$ cat src/rtl/shift_sequencer_if.sv
// Request/response bundle for the shift sequencer: operands in, results out.
// The clock and reset are plain ports on the sequencer and are not part of this bundle.
interface shift_sequencer_if;
  logic        in_valid;
  logic        in_ready;
  logic [2:0]  op;
  logic [19:0] data1;
  logic [19:0] data2;
  logic [4:0]  amount;
  logic        out_valid;
  logic        out_ready;
  logic [19:0] result1;
  logic [19:0] result2;
  logic        err;
  logic        busy;

  modport master (
    output in_valid, op, data1, data2, amount, out_ready,
    input  in_ready, out_valid, result1, result2, err, busy
  );

  modport slave (
    input  in_valid, op, data1, data2, amount, out_ready,
    output in_ready, out_valid, result1, result2, err, busy
  );
endinterface

$ cat src/rtl/shift_sequencer.sv
// Multi-cycle 20-bit shifter/rotator that moves one bit per cycle, with SWAP and illegal-op reporting.
// Results are latched on entry to DONE and held until the consumer takes them.
module shift_sequencer (
  input logic              clk,
  input logic              rst,
  shift_sequencer_if.slave bus
);

  typedef enum logic [1:0] {
    IDLE = 2'd0,
    RUN  = 2'd1,
    DONE = 2'd2
  } state_t;

  localparam logic [2:0] OP_SHFTR = 3'd0;
  localparam logic [2:0] OP_SHFTL = 3'd1;
  localparam logic [2:0] OP_ROTR  = 3'd2;
  localparam logic [2:0] OP_ROTL  = 3'd3;
  localparam logic [2:0] OP_SWAP  = 3'd4;

  state_t      state_r, state_s;
  logic [4:0]  cnt_r, cnt_s;
  logic [2:0]  op_r, op_s;
  logic [19:0] work_r, work_s;
  logic [19:0] result1_r, result1_s;
  logic [19:0] result2_r, result2_s;
  logic        err_r, err_s;
  logic [19:0] step_s;
  logic        is_shift_op_s;
  logic        in_range_s;

  function automatic logic [19:0] shift_one(input logic [19:0] w, input logic [2:0] o);
    logic [19:0] r;
    case (o)
      OP_SHFTR: r = {1'b0, w[19:1]};
      OP_SHFTL: r = {w[18:0], 1'b0};
      OP_ROTR:  r = {w[0], w[19:1]};
      OP_ROTL:  r = {w[18:0], w[19]};
      default:  r = w;
    endcase
    return r;
  endfunction

  // Classify the incoming request and precompute the single-bit step of the work register
  always_comb begin
    is_shift_op_s = (bus.op <= OP_ROTL);
    in_range_s    = (bus.amount >= 5'd1) && (bus.amount <= 5'd19);
    step_s        = shift_one(work_r, op_r);
  end

  // Next-state and datapath decode; anything not run bit-by-bit resolves straight into DONE
  always_comb begin
    state_s   = state_r;
    cnt_s     = cnt_r;
    op_s      = op_r;
    work_s    = work_r;
    result1_s = result1_r;
    result2_s = result2_r;
    err_s     = err_r;
    case (state_r)
      IDLE: begin
        if (bus.in_valid) begin
          op_s   = bus.op;
          work_s = bus.data1;
          if (is_shift_op_s && in_range_s) begin
            state_s = RUN;
            cnt_s   = bus.amount;
          end else begin
            state_s = DONE;
            cnt_s   = 5'd0;
            if (is_shift_op_s) begin
              // amount 0 passes through; 20..31 empties the word for rotates too
              result1_s = (bus.amount == 5'd0) ? bus.data1 : 20'd0;
              result2_s = 20'd0;
              err_s     = 1'b0;
            end else if (bus.op == OP_SWAP) begin
              result1_s = bus.data2;
              result2_s = bus.data1;
              err_s     = 1'b0;
            end else begin
              result1_s = 20'd0;
              result2_s = 20'd0;
              err_s     = 1'b1;
            end
          end
        end else begin
          state_s = IDLE;
        end
      end
      RUN: begin
        work_s = step_s;
        cnt_s  = cnt_r - 5'd1;
        if (cnt_r == 5'd1) begin
          state_s   = DONE;
          result1_s = step_s;
          result2_s = 20'd0;
          err_s     = 1'b0;
        end else begin
          state_s = RUN;
        end
      end
      DONE: begin
        if (bus.out_ready) begin
          state_s = IDLE;
        end else begin
          state_s = DONE;
        end
      end
      default: begin
        state_s = IDLE;
        cnt_s   = 5'd0;
      end
    endcase
  end

  // State and datapath registers with synchronous reset
  always_ff @(posedge clk) begin
    if (rst) begin
      state_r   <= IDLE;
      cnt_r     <= 5'd0;
      op_r      <= 3'd0;
      work_r    <= 20'd0;
      result1_r <= 20'd0;
      result2_r <= 20'd0;
      err_r     <= 1'b0;
    end else begin
      state_r   <= state_s;
      cnt_r     <= cnt_s;
      op_r      <= op_s;
      work_r    <= work_s;
      result1_r <= result1_s;
      result2_r <= result2_s;
      err_r     <= err_s;
    end
  end

  // in_ready also looks at rst so that no request is offered during the reset cycle
  assign bus.in_ready  = (state_r == IDLE) && !rst;
  assign bus.out_valid = (state_r == DONE);
  assign bus.busy      = (state_r != IDLE);
  assign bus.result1   = result1_r;
  assign bus.result2   = result2_r;
  assign bus.err       = err_r;

endmodule

$ cat src/flat_wrapper.sv
// flat-port wrapper written by rule: the top's interface ports become plain ports
module shift_sequencer_flat 
  (clk, rst, bus_in_valid, bus_op, bus_data1, bus_data2, bus_amount, bus_out_ready, bus_in_ready, bus_out_valid, bus_result1, bus_result2, bus_err, bus_busy);
  shift_sequencer_if bus_i ();
  input logic clk;
  input logic rst;
  input wire logic [$bits(bus_i.in_valid)-1:0] bus_in_valid;
  input wire logic [$bits(bus_i.op)-1:0] bus_op;
  input wire logic [$bits(bus_i.data1)-1:0] bus_data1;
  input wire logic [$bits(bus_i.data2)-1:0] bus_data2;
  input wire logic [$bits(bus_i.amount)-1:0] bus_amount;
  input wire logic [$bits(bus_i.out_ready)-1:0] bus_out_ready;
  output wire logic [$bits(bus_i.in_ready)-1:0] bus_in_ready;
  output wire logic [$bits(bus_i.out_valid)-1:0] bus_out_valid;
  output wire logic [$bits(bus_i.result1)-1:0] bus_result1;
  output wire logic [$bits(bus_i.result2)-1:0] bus_result2;
  output wire logic [$bits(bus_i.err)-1:0] bus_err;
  output wire logic [$bits(bus_i.busy)-1:0] bus_busy;
  assign bus_i.in_valid = bus_in_valid;
  assign bus_i.op = bus_op;
  assign bus_i.data1 = bus_data1;
  assign bus_i.data2 = bus_data2;
  assign bus_i.amount = bus_amount;
  assign bus_i.out_ready = bus_out_ready;
  assign bus_in_ready = bus_i.in_ready;
  assign bus_out_valid = bus_i.out_valid;
  assign bus_result1 = bus_i.result1;
  assign bus_result2 = bus_i.result2;
  assign bus_err = bus_i.err;
  assign bus_busy = bus_i.busy;
  shift_sequencer u_core (.clk(clk), .rst(rst), .bus(bus_i));
endmodule
$ cat config.mk
export PLATFORM = sky130hd
export DESIGN_NAME = shift_sequencer_flat
export DESIGN_NICKNAME = d
export VERILOG_FILES = /design/src/rtl/shift_sequencer_if.sv /design/src/rtl/shift_sequencer.sv /design/src/flat_wrapper.sv
export SDC_FILE = /design/constraint.sdc
export NUM_CORES = 1
export LEC_CHECK = 0
export ABC_CLOCK_PERIOD_IN_PS = 2200
export CORE_ASPECT_RATIO = 0.8
export CORE_MARGIN = 1.5
export CORE_UTILIZATION = 36
export CTS_BUF_LIST = sky130_fd_sc_hd__clkbuf_8 sky130_fd_sc_hd__clkbuf_16
export DETAILED_ROUTE_END_ITERATION = 6
export GPL_TIMING_DRIVEN = 0
export PLACE_DENSITY_LB_ADDON = 0.05
export SLEW_MARGIN = 20
export SYNTH_ARGS = -nofsm -noshare
export SYNTH_HDL_FRONTEND = slang
export SYNTH_SLANG_ARGS = --single-unit
export TNS_END_PERCENT = 20
$ cat constraint.sdc
create_clock -name clk -period 2.2 [get_ports clk]
set_clock_uncertainty 0.05 [all_clocks]
set_input_delay 0.44 -clock clk [delete_from_list [all_inputs] [get_ports clk]]
set_output_delay 0.44 -clock clk [all_outputs]
set_load 0.01 [all_outputs]
==> run metrics, run 1 <==
outcome=finished, final reports clean; leading area contributor after synthesis=dfxtp_1; CORE AREA=11060 um^2; row count=34; WS Path Type=reg2out; synthesized cell area=between 4000 and 5000 um^2; die width=around 120 um; clk sinks=71; Setup crit start kind=flip-flop; DR DRC count=0; Final GP Congestion=0.8238; CP Capture Type=output pin; fillers=around 1100; WL/cell=~18 um; Synth Warn #=0; Placed Area=roughly 5300 um^2; syn avg cell area=8.884 um^2; Hold Path Origin=u_core.bus.result2[17]$_SDFFE_PP0P_; Max-Cap Viols=0; largest net degree at the start of global routing=14; FF+latch count, synth=between 70 and 80; number of global-route vias before repair=3714; count of cell types in the netlist=46; final setup vio count=0; io pins=96; CTS tree=yes; Cells after DPL=between 700 and 800; first-pass GRT wire length=just over 20000 um; Final ANT Viol Nets=0; H-tree depth=3; clk_lat worst skew=0.33 ns; Ant. Diodes=0; register area share after synthesis=between 30% and 40%; IO buf count=between 90 and 100; Worst Tran Pin Value=0.7584 ns; CTS Hold Buffers Added=0; number of flops mapped to enable cells by yosys=0; Post-Synthesis Cells=between 400 and 500; Fin. Hold Viols=0; die area=12230 um^2; Iteration-0 DRC Markers=between 200 and 250; Worst R2R Setup Slack=0.29 ns; Final Non-Filler Cells=slightly above 700; grt total ovfl=0; Root Buffer=clkbuf_16; share of layout cells above drive strength 1=14.31%; ranking of synthesized cells by area=dfxtp_1 (34%), mux2i_1 (15%), nand2_1 (7.5%); Initial Utilization=a little under two fifths; peak supply drop=0.4990 mV; leakage power=~0.0023 uW; clk buf depth=2; RSZ-0062 raised after global routing=true; Worst Hold Path Cells=2; Die Span Y=around 100 um; ys async rst share=0%; reg2reg path depth=7; via count=around 3800; Pre-antenna DRT Iters=4; CTS clk-pin slew, worst paths=0.06 ns; Final period util=between 90% and 100%; fmax=around 460 MHz; Slew Limit Headroom=49.44%; worst r2r src=u_core.state_r[1]$_SDFF_PP0_; post-route minimum period=~2.2 ns; crit path DAT=between 1.5 and 2 ns; Hold Crit Class=reg2reg; Hold Path End=u_core.bus.result2[17]$_SDFFE_PP0P_; crit path max fanout=10; share of the synthesized area in the top cell type=about a third; Crit path required time=approximately 1.7 ns; Vias/cell=between 5 and 6; crit path from=u_core.state_r[0]$_SDFF_PP0_; GRT Total Usage=a little over a fifth; DRT Wirelength=around 13000 um; HPWL after DPL=roughly 10000 um; area delta synth->final=35.62%; initial antenna violation count=0; Pins Over Slew Limit=0; PwrDens=about 700 nW/um^2; design area=roughly 5700 um^2; Main synth FF type=dfxtp_1; Final nets=approximately 630; RR Endpoint=u_core.work_r[3]$_SDFFE_PP0P_; Synth Net Count=523; cts bufs inserted=9
==> repair_timing <==
action                                  in CTS  in global routing
endpoints found under the setup margin      42                 27
pin swaps                                    1                  0
gates resized for setup                      6                  5
cloned                                       0                  0
buffers inserted                             1                  0
hold endpoints to repair                     0                  0
==> power breakdown <==
group	switching, uW	internal (uW)	leakage, uW
Combinational	433	424	0.00158
Clock	582	1030	0.000155
Sequential	63.8	1360	0.000579
==> synthesized netlist by cell type, types with 2 or more instances <==
cell / n
a221o_1: 9
o31ai_1: 3
mux2i_1: 61
dlygate4sd1_1: 4
xor2_1: 2
clkbuf_1: 15
buf_12: 4
a22oi_1: 2
nor3b_1: 2
dfxtp_1: 71
nand2b_1: 3
clkbuf_8: 6
buf_2: 10
nor2_1: 31
inv_1: 8
o21a_1: 21
a221oi_1: 2
a221o_2: 11
buf_6: 3
mux2_2: 18
nand3_1: 26
a31oi_1: 3
o21ai_0: 2
ha_1: 2
a211oi_1: 20
nand2_1: 83
a21oi_1: 28
==> cells by family (layout without fill, tap and decap cells) <==
family	after synthesis	after routing	synth area share, %
compound gates	107	107	19.79
xor+xnor	2	2	0.4205
fa+ha+maj	2	2	0.6005
buf+inv	52	163	9.189
flops	71	71	34.11
mux	79	79	19.52
simple gates	156	156	16.37
==> cell usage in the layout (no fill, tap or decap), types with 5 or more instances in the layout <==
| master | count |
|---|---|
| a211oi_1 | 20 |
| a21oi_1 | 28 |
| a221o_1 | 9 |
| a221o_2 | 11 |
| buf_12 | 5 |
| buf_2 | 10 |
| clkbuf_1 | 13 |
| clkbuf_16 | 9 |
| clkbuf_8 | 7 |
| clkdlybuf4s50_1 | 93 |
| dfxtp_1 | 71 |
| inv_1 | 8 |
| mux2_2 | 18 |
| mux2i_1 | 61 |
| nand2_1 | 83 |
| nand3_1 | 26 |
| nor2_1 | 30 |
| o21a_1 | 21 |
==> how the worst max path moves through the flow <==
| stage | to | slack [ns] | cells past startpoint |
|---|---|---|---|
| 2_1_floorplan | u_core.bus.err$_SDFFE_PP0P_ | 0.39 | 5 |
| 3_3_place_gp | u_core.bus.result1[6]$_SDFFE_PP0P_ | -0.38 | 6 |
| 3_5_place_dp | u_core.bus.result2[7]$_SDFFE_PP0P_ | -0.40 | 6 |
| 4_1_cts | bus_out_valid | 0.03 | 3 |
| 5_1_grt | bus_out_valid | -0.05 | 3 |
| 6_report | bus_out_valid | 0.04 | 3 |
==> final cells by class <==
type / count / area, um^2 / share of cell area, %
multi-input combinational: 346 / 2376 / 42.05
timing repair buffer: 95 / 959.7 / 16.98
buffer: 44 / 351.6 / 6.222
tap: 144 / 180.2 / 3.189
sequential: 71 / 1421 / 25.15
inverter: 8 / 30.03 / 0.5314
clock buffer: 10 / 239.0 / 4.229
clock inverter: 6 / 92.59 / 1.639
==> worst max-delay path, stage by stage (launching register included) <==
cell             delay [ns]
dfxtp_1                0.38
clkbuf_1               0.36
nor2_1                 0.10
clkdlybuf4s50_1        0.49
==> stage by stage <==
step           util, %  TNS (ns)  hold slack, ns  setup slack [ns]  power (uW)
2_1_floorplan        -         0          0.4220            0.3937        1971
3_3_place_gp     47.81    -18.76          0.3962           -0.3787        2280
3_5_place_dp     47.81    -19.16          0.4020           -0.3966        2290
4_1_cts          51.09         0          0.4103           0.03226        3913
5_1_grt          51.09  -0.05147          0.4250          -0.05147        4044
6_report         51.09         0          0.4063           0.04378        3892
==> routing by layer <==
layer	vias to the layer above	GRT usage [%]	wire length [um]
li1	1893	-	-
met1	1799	31.16	6411
met2	123	32.31	5412
met3	9	6.881	962
met4	0	4.509	98
met5	-	0	0
==> sequential cells by signal, indices dropped and copies added (netlist names) <==
signal and count:
u_core.op_r 3, u_core.state_r 2, u_core.bus.err 1, u_core.bus.result1 20
u_core.work_r 20, u_core.cnt_r 5, u_core.bus.result2 20
Note: power is estimated with default switching activity, not from simulation.
==> inputs of run 2 (changes only) <==
Settings changed: REMOVE_ABC_BUFFERS set to 1.
==> run 2 against run 1 <==
  * Sequential share of layout area grew 0.59 points
  * Register-to-register slack lost 0.15 ns
  * First-iteration DRC count grew 19%
  * Clock power shrank 6%
  * Wire length shrank 14%
  * Combinational power shrank 8.4%
  * Non-clock buffer count shrank 30
  * Largest power group unchanged
  * Die area is the same
  * Worst setup slack gained 0.025 ns
  * Sequential power is essentially flat
  * Count of clock-buffer cells in the layout grew 2
  * Core utilization shrank 1.1 points
==> run metrics, run 2 (same netlist as run 1, synthesis figures left out) <==
Ant. Diodes=0; Multi-input gate area=about 2400 um^2; Slew Limit Headroom=31.69%; commonest non-fill, non-tap cell in the layout=clkdlybuf4s50_1; leakage power=between 0.002 and 0.0025 uW; io pins=96; DR DRC count=0; RSZ-0062 raised after global routing=false; clk sinks=~70; row count=34; Final ANT Viol Nets=0; HPWL after DPL=roughly 7600 um; via count=approximately 3600; initial antenna violation count=0; Gate power share=21.0%; crit path max fanout=17; area delta synth->final=32.73%; Initial Utilization=37.67%; peak supply drop=0.3770 mV; grt total ovfl=0; CTS clk-pin slew, worst paths=about 0.060 ns; IO buf count=95; Fin Setup TNS=0 ns; Fin. Hold Viols=0; die area=~12000 um^2; Final nets=roughly 600; Vias/cell=5.209; largest net degree at the start of global routing=43; Hold Crit Class=reg2reg; Iteration-0 DRC Markers=between 200 and 250; Pre-antenna DRT Iters=4; cts bufs inserted=9; DRT Wirelength=between 10000 and 15000 um; Final Non-Filler Cells=slightly below 700; Crit path required time=2.41 ns; Worst Tran Pin Value=1.023 ns; Final GP Congestion=0.7160; PwrDens=roughly 680 nW/um^2; Clk pwr share=about two fifths; Switch Pwr=1005 uW; clk_lat worst skew=roughly 0.34 ns; Die Span Y=~99 um; Pins Over Slew Limit=0; share of layout cells above drive strength 1=a little over an eighth; Max-Cap Viols=0; outcome=finished, final reports clean; CORE AREA=approximately 11000 um^2; Root Buffer=clkbuf_16; Design Power=~3700 uW; fillers=between 1000 and 1500; Cells after DPL=approximately 680; post-route minimum period=between 2 and 2.5 ns; WS Path Type=in2reg; final setup vio count=0; most frequent cells in the layout=clkdlybuf4s50_1 (91), nand2_1 (83), dfxtp_1 (69); final core occ=between 50% and 60%; H-tree depth=3; CP Capture Type=flip-flop; WL/cell=between 15 and 20 um; GRT Total Usage=between 10% and 20%; crit path DAT=about 2.3 ns; register area=1424 um^2; first-pass GRT wire length=around 18000 um; sequential power share=between 30% and 40%; Final period util=between 90% and 100%; CTS tree=yes; clk buf depth=2; Hold Slack=0.4078 ns; fmax=approximately 470 MHz; Setup crit start kind=input port; die width=around 120 um; Sw Share=roughly 27%; CTS Hold Buffers Added=0; number of global-route vias before repair=3511; Int Pwr=between 2000 and 3000 uW
-- run 2: layout make-up --
| class | count | share of cell area [%] |
|---|---|---|
| Inverter | 8 | 0.5430 |
| Clock inverter | 4 | 0.7919 |
| Sequential cell | 71 | 25.75 |
| Clock buffer | 12 | 4.819 |
| Timing Repair Buffer | 109 | 21.56 |
| Tap cell | 144 | 3.258 |
| Multi-Input combinational cell | 346 | 43.28 |
-- run 2: per-layer routing --
layer | track usage, % | routed length [um] | vias up
met5 | 0 | 0 | -
met4 | 4.067 | 98 | 0
met3 | 5.963 | 651 | 9
met2 | 29.70 | 4772 | 85
met1 | 25.89 | 5495 | 1693
li1 | - | - | 1828
-- run 2: repair_timing --
| item | 4_1_cts | 5_1_grt |
|---|---|---|
| pin swaps | 2 | 2 |
| resized for setup | 7 | 4 |
| setup buffers | 2 | 1 |
| endpoints found under the setup margin | 44 | 21 |
-- run 2: critical path, cell delays in order --
cell and delay [ns]:
clkdlybuf4s50_1 0.53, nor4_4 0.07, buf_6 0.16, a211oi_4 0.32, a2bb2oi_4 0.24, buf_16 0.19
buf_16 0.18, mux2i_1 0.20
-- run 2: path summary, 6_finish.rpt --
kind	from	to	slack, ns	cells after the start
worst max register to register	u_core.cnt_r[1]$_SDFFE_PP0P_	u_core.bus.result1[7]$_SDFFE_PP0P_	0.14	7
worst max-delay path	bus_amount[1]	u_core.bus.result1[7]$_SDFFE_PP0P_	0.07	8
worst min register to register	u_core.bus.result1[16]$_SDFFE_PP0P_	u_core.bus.result1[16]$_SDFFE_PP0P_	0.41	2
worst min-delay path	u_core.bus.result1[16]$_SDFFE_PP0P_	u_core.bus.result1[16]$_SDFFE_PP0P_	0.41	2
-- run 2: power groups by stage --
stage	registers (uW)	logic, uW	clock network, uW
2_1_floorplan	1450	440	0
3_3_place_gp	1460	724	0
3_5_place_dp	1460	780	0
4_1_cts	1440	792	1560
5_1_grt	1450	860	1610
6_report	1440	785	1520
-- run 2: metrics by stage --
stage | cell area (um^2) | setup WS (ns)
after detailed placement | 5171 | -0.8497
final | 5530 | 0.06843
after floorplan | 3814 | -0.3399
after CTS | 5512 | 0.08465
after global routing | 5530 | 0.001215
after global placement | 4945 | -3.037
